[config.mk]
export PLATFORM = sky130hd
export DESIGN_NAME = control_unit
export DESIGN_NICKNAME = d
export VERILOG_FILES = /design/src/rtl/control_unit.sv
export SDC_FILE = /design/constraint.sdc
export NUM_CORES = 1
export LEC_CHECK = 0
export CORE_MARGIN = 2
export CORE_UTILIZATION = 33
export DETAILED_ROUTE_END_ITERATION = 8
export HOLD_SLACK_MARGIN = 0.02
export PLACE_DENSITY_LB_ADDON = 0.1
export RECOVER_POWER = 50
export SLEW_MARGIN = 20
export SYNTH_ARGS = -nofsm -noshare
export SYNTH_HDL_FRONTEND = slang
export SYNTH_SLANG_ARGS = --single-unit
export TNS_END_PERCENT = 30
[constraint.sdc]
create_clock -name clk -period 1.28 [get_ports clk]
set_input_delay 0.192 -clock clk [delete_from_list [all_inputs] [get_ports clk]]
set_output_delay 0.192 -clock clk [all_outputs]
set_load 0.05 [all_outputs]
[src/rtl/control_unit.sv]
// Hardwired T0..T6 sequencer for the 16-bit accumulator CPU: fetch, decode, indirect, execute, halt.
// Latency: strobes are combinational from state/SC/latched opcode and last one cycle; 4..7 cycles per instruction.
// Backpressure: none; i_start is only honoured in IDLE or HALT and is ignored while running.
module control_unit #(
    parameter int OPW = 3,
    parameter int AW  = 12
) (
    input  logic                  clk,
    input  logic                  i_rst_n,
    input  logic                  i_start,
    input  logic [AW+OPW:0]       i_ir,
    input  logic                  i_ac_neg,
    input  logic                  i_ac_zero,
    input  logic                  i_dr_zero,
    input  logic                  i_e,
    output logic                  o_clr_reg,
    output logic                  o_ar_pc,
    output logic                  o_ar_ir,
    output logic                  o_ar_mem,
    output logic                  o_ld_ir,
    output logic                  o_inc_pc,
    output logic                  o_skip,
    output logic                  o_read,
    output logic                  o_write,
    output logic                  o_and,
    output logic                  o_add,
    output logic                  o_load,
    output logic                  o_store,
    output logic                  o_branch,
    output logic                  o_bsa,
    output logic                  o_isz,
    output logic                  o_clr_ac,
    output logic                  o_clr_e,
    output logic                  o_comp_ac,
    output logic                  o_comp_e,
    output logic                  o_cir_r,
    output logic                  o_cir_l,
    output logic                  o_inc_ac,
    output logic [2:0]            o_sc,
    output logic                  o_halted
);

    typedef enum logic [1:0] {IDLE, RUN, HALT} state_t;

    localparam logic [OPW-1:0] OP_AND = OPW'(0);
    localparam logic [OPW-1:0] OP_ADD = OPW'(1);
    localparam logic [OPW-1:0] OP_LDA = OPW'(2);
    localparam logic [OPW-1:0] OP_STA = OPW'(3);
    localparam logic [OPW-1:0] OP_BUN = OPW'(4);
    localparam logic [OPW-1:0] OP_BSA = OPW'(5);
    localparam logic [OPW-1:0] OP_ISZ = OPW'(6);
    localparam logic [OPW-1:0] OP_REG = OPW'(7);

    state_t           state, state_nx;
    logic [2:0]       sc, sc_nx;
    logic [OPW-1:0]   op, op_nx;
    logic             ind, ind_nx;

    always_ff @(posedge clk or negedge i_rst_n) begin
        if (!i_rst_n) begin
            state <= IDLE;
            sc    <= 3'd0;
            op    <= '0;
            ind   <= 1'b0;
        end else begin
            state <= state_nx;
            sc    <= sc_nx;
            op    <= op_nx;
            ind   <= ind_nx;
        end
    end

    assign o_sc = sc;

    always_comb begin
        state_nx  = state;
        sc_nx     = sc;
        op_nx     = op;
        ind_nx    = ind;
        o_clr_reg = 1'b0;
        o_ar_pc   = 1'b0;
        o_ar_ir   = 1'b0;
        o_ar_mem  = 1'b0;
        o_ld_ir   = 1'b0;
        o_inc_pc  = 1'b0;
        o_skip    = 1'b0;
        o_read    = 1'b0;
        o_write   = 1'b0;
        o_and     = 1'b0;
        o_add     = 1'b0;
        o_load    = 1'b0;
        o_store   = 1'b0;
        o_branch  = 1'b0;
        o_bsa     = 1'b0;
        o_isz     = 1'b0;
        o_clr_ac  = 1'b0;
        o_clr_e   = 1'b0;
        o_comp_ac = 1'b0;
        o_comp_e  = 1'b0;
        o_cir_r   = 1'b0;
        o_cir_l   = 1'b0;
        o_inc_ac  = 1'b0;
        o_halted  = 1'b0;

        unique case (state)
            IDLE: begin
                sc_nx = 3'd0;
                if (i_start) begin
                    // Gated by reset so no strobe can leak while the core is held.
                    o_clr_reg = i_rst_n;
                    state_nx  = RUN;
                end
            end
            HALT: begin
                o_halted = 1'b1;
                sc_nx    = 3'd0;
                if (i_start) begin
                    o_clr_reg = 1'b1;
                    state_nx  = RUN;
                end
            end
            RUN: begin
                unique case (sc)
                    3'd0: begin
                        o_ar_pc = 1'b1;
                        sc_nx   = 3'd1;
                    end
                    3'd1: begin
                        o_read   = 1'b1;
                        o_ld_ir  = 1'b1;
                        o_inc_pc = 1'b1;
                        sc_nx    = 3'd2;
                    end
                    3'd2: begin
                        o_ar_ir = 1'b1;
                        op_nx   = i_ir[AW +: OPW];
                        ind_nx  = i_ir[AW+OPW];
                        sc_nx   = 3'd3;
                    end
                    3'd3: begin
                        if (op != OP_REG) begin
                            o_read   = ind;
                            o_ar_mem = ind;
                            sc_nx    = 3'd4;
                        end else begin
                            sc_nx = 3'd0;
                            // I=1 with op=111 is the I/O group, which this core treats as a no-op.
                            if (!ind) begin
                                o_clr_ac  = i_ir[11];
                                o_clr_e   = i_ir[10];
                                o_comp_ac = i_ir[9];
                                o_comp_e  = i_ir[8];
                                o_cir_r   = i_ir[7];
                                o_cir_l   = i_ir[6];
                                o_inc_ac  = i_ir[5];
                                o_skip    = (i_ir[4] & ~i_ac_neg) | (i_ir[3] & i_ac_neg) |
                                            (i_ir[2] & i_ac_zero) | (i_ir[1] & ~i_e);
                                if (i_ir[0]) state_nx = HALT;
                            end
                        end
                    end
                    3'd4: begin
                        sc_nx = 3'd0;
                        unique case (op)
                            OP_AND, OP_ADD, OP_LDA: begin
                                o_read = 1'b1;
                                sc_nx  = 3'd5;
                            end
                            OP_STA: begin
                                o_write = 1'b1;
                                o_store = 1'b1;
                            end
                            OP_BUN: o_branch = 1'b1;
                            OP_BSA: begin
                                o_write = 1'b1;
                                o_bsa   = 1'b1;
                                sc_nx   = 3'd5;
                            end
                            OP_ISZ: begin
                                o_read = 1'b1;
                                sc_nx  = 3'd5;
                            end
                            default: ;
                        endcase
                    end
                    3'd5: begin
                        sc_nx = 3'd0;
                        unique case (op)
                            OP_AND: o_and    = 1'b1;
                            OP_ADD: o_add    = 1'b1;
                            OP_LDA: o_load   = 1'b1;
                            OP_BSA: o_branch = 1'b1;
                            OP_ISZ: begin
                                o_isz = 1'b1;
                                sc_nx = 3'd6;
                            end
                            default: ;
                        endcase
                    end
                    3'd6: begin
                        sc_nx = 3'd0;
                        if (op == OP_ISZ) begin
                            o_write = 1'b1;
                            o_skip  = i_dr_zero;
                        end
                    end
                    default: sc_nx = 3'd0;
                endcase
            end
            default: begin
                state_nx = IDLE;
                sc_nx    = 3'd0;
            end
        endcase
    end

endmodule

==> results by group <==
Global routing
  • Total global routing overflow: 0
  • Vias in the first global route: 1100
  • GRT Util Overall: 0.262
  • Initial antenna violation count: 0
  • Pin count of the biggest net entering global routing: 14
  • First-pass GRT wire length: approximately 5400 um

Floorplan
  • Num rows: 18
  • Overall die area: around 2900 um2
  • IO Pins: 50
  • Core Region: 2430 um2
  • Vert. Die Dim: roughly 54 um
  • Initial Utilization: 0.342
  • Die width: about 54 um

Pwr
  • Leak: roughly 0.9 nW
  • Max VDD drop: roughly 2600 uV
  • Power Density: between 2000 and 2500 nW/um2
  • Tot Pwr: between 0.004 and 0.005 W

Timing
  • Final setup viols: 34
  • Hold Violations, Final: 0
  • Period utilisation layout: 1.52
  • Setup ws final: -0.667 ns
  • Final Skew: about 0.0027 ns
  • Worst Tran Pin Value: 0.472 ns
  • Max Freq: 514 MHz
  • Crit path time final: 1.95 ns
  • Final Slew Violations: 0
  • Max_slew headroom: 0.686
  • Unrepaired setup endpoints after global routing: true

Cells and area
  • Area grow syn2layout: 159%
  • Nets: a little over 200
  • Most frequent cells in the layout: buf_4, buf_12, clkdlybuf4s50_1, buf_6, and2_1
  • N_diodes: 0
  • Multi-input gate area: about 750 um2
  • Register area: between 200 and 250 um2
  • Cell area after layout: around 2200 um2
  • Commonest non-fill, non-tap cell in the layout: buf_4
  • Share of post-route cells with drive strength above 1: 0.575
  • FILL cells: around 120
  • Finished Layout Cells: about 210

Yosys
  • Avg Synthesized Cell Area: around 8.7 um2
  • FF+latch count, synth: 9
  • Post-synthesis cell count: between 90 and 100
  • Sequential area share after synthesis: 0.271
  • Synth cell types: 41
  • Yosys Warn Count: 0
  • Syn Nets: roughly 120
  • Cell Area, Synth: 831 um2

Setup path
  • FF-to-FF Start: op[0]
  • Crit. End Element: output pin
  • Crit path buf inv count: 2
  • WP data required: about 1.1 ns
  • Worst path top cell family by delay: compound AO/OA/AOI/OAI gates
  • CP cell instances: buf_6 -> nor3b_2 -> o21ai_2 -> a2111oi_4 -> buf_12
  • Worst EP arrival: approximately 1.8 ns
  • FF-to-FF path depth: 4
  • Crit-path max FO: 10
  • CP Launch Type: flop
  • Slowest CP cell: dfrtp_2
  • Setup slack, reg-to-reg: -0.34 ns
  • Setup CP Type: flop to output pin
  • CP max stage delay: around 0.44 ns
  • Crit Reg-Reg Endpoint: o_sc[2]

Clock network
  • Clock Latency Late Sink: 0.26 ns
  • Clock slew at reported path FFs: approximately 0.060 ns
  • CTS Hold Bufs: 0
  • H-tree depth: 1
  • Max clock buf depth: 2
  • Root Driver: clkbuf_4
  • TritonCTS clock tree: done
  • TritonCTS buffer count: 3
  • Clock Sinks: 9

Route
  • 1st-pass router iterations: 4
  • DR iter-0 viols: 10
  • Antenna Nets Post-Route: 0
  • DRC violation count after routing: 0
  • Total wire length: around 3500 um
  • Vias per cell: approximately 5.2
  • Routed via count: 1094
  • Wire per inst: approximately 17 um

Flow run
  • Max Cap Viol: 0

Placed design
  • DP HPWL: around 2700 um
  • Area after DPL: slightly below 2000 um2
  • Worst slack at placement: -0.440 ns
  • Gpl congestion: ~0.80
  • Placed Instances: 202
  • # port buffers: 49

Outcome
  • Outcome: finished, violations left
  • Failing checks: negative setup slack

Hold path
  • HP Class: input port to asynchronous set/reset pin
cells by family after synthesis:
| family | count (synthesis) | share of synthesized area |
|---|---|---|
| simple gates | 48 | 0.396 |
| compound gates | 18 | 0.170 |
| buf+inv | 13 | 0.0753 |
| flops | 9 | 0.271 |
| mux | 5 | 0.0663 |
| xor+xnor | 2 | 0.0211 |
repair_timing:
action                     in CTS  in global routing
buffers inserted                1                  2
resized for setup              25                  8
setup endpoints to repair      34                 35
pin swaps                       9                  5
cell usage after synthesis (all sizes together):
master / number / area share
o211ai: 1 / 0.0090
nor2b: 1 / 0.0075
nand3b: 1 / 0.0090
o31ai: 2 / 0.018
a22o: 1 / 0.011
mux2i: 1 / 0.012
a21oi: 1 / 0.0060
nand4b: 6 / 0.071
o2111a: 1 / 0.014
a211oi: 4 / 0.036
nand4bb: 1 / 0.014
a2111oi: 1 / 0.018
inv: 4 / 0.018
nor4: 3 / 0.023
buf: 9 / 0.057
nand2: 3 / 0.014
o21a: 1 / 0.0090
xor2: 2 / 0.021
mux2: 4 / 0.054
nor4b: 2 / 0.021
nor3b: 1 / 0.0090
nor2: 4 / 0.018
and3b: 1 / 0.011
o21ai: 3 / 0.018
or2b: 1 / 0.0090
a31o: 1 / 0.011
or2: 1 / 0.0075
or3: 1 / 0.0075
and2b: 1 / 0.0090
and2: 8 / 0.060
dfrtp: 9 / 0.27
nor3: 5 / 0.036
or4b: 1 / 0.012
a311oi: 2 / 0.021
or3b: 1 / 0.011
nand2b: 6 / 0.048
worst max-delay path by stage:
stage	start	end	slack [ns]	cells past startpoint
2_1_floorplan	o_sc[1]	o_add	-0.75	3
3_3_place_gp	op[2]	o_write	-0.42	4
3_5_place_dp	op[2]	o_write	-0.44	4
4_1_cts	op[2]	o_inc_ac	-0.64	6
5_1_grt	op[1]	o_clr_ac	-0.73	6
6_report	op[1]	o_write	-0.67	5
report_power, final:
part,internal [W],switching (W)
logic,0.00184,0.00184
registers,0.000413,0.000166
clock network,0.000120,0.0000994
per-stage QoR:
stage / hold WS (ns) / utilization / setup TNS, ns
2_1_floorplan: -0.104 / - / -12.46
3_3_place_gp: 0.389 / 0.815 / -7.11
3_5_place_dp: 0.388 / 0.815 / -8.04
4_1_cts: 0.102 / 0.870 / -13.22
5_1_grt: 0.171 / 0.885 / -15.76
6_report: 0.173 / 0.885 / -13.13
state kept, by name (all words and copies together), names as in the netlist:
signal  cells
ind         1
o_sc        3
op          3
state       2
layer usage:
layer  global-route usage  share of wire
met1                0.313           0.41
met2                0.466           0.51
met3               0.0361          0.051
met4                0.104          0.026
met5                    0              0
final cells by class:
class,count,area share
clock buffer,4,0.0122
timing repair buffer,89,0.508
multi-input combinational,73,0.348
sequential,9,0.107
inverter,4,0.00697
tap,30,0.0174
No activity file was read; power rests on OpenSTA's default activity.
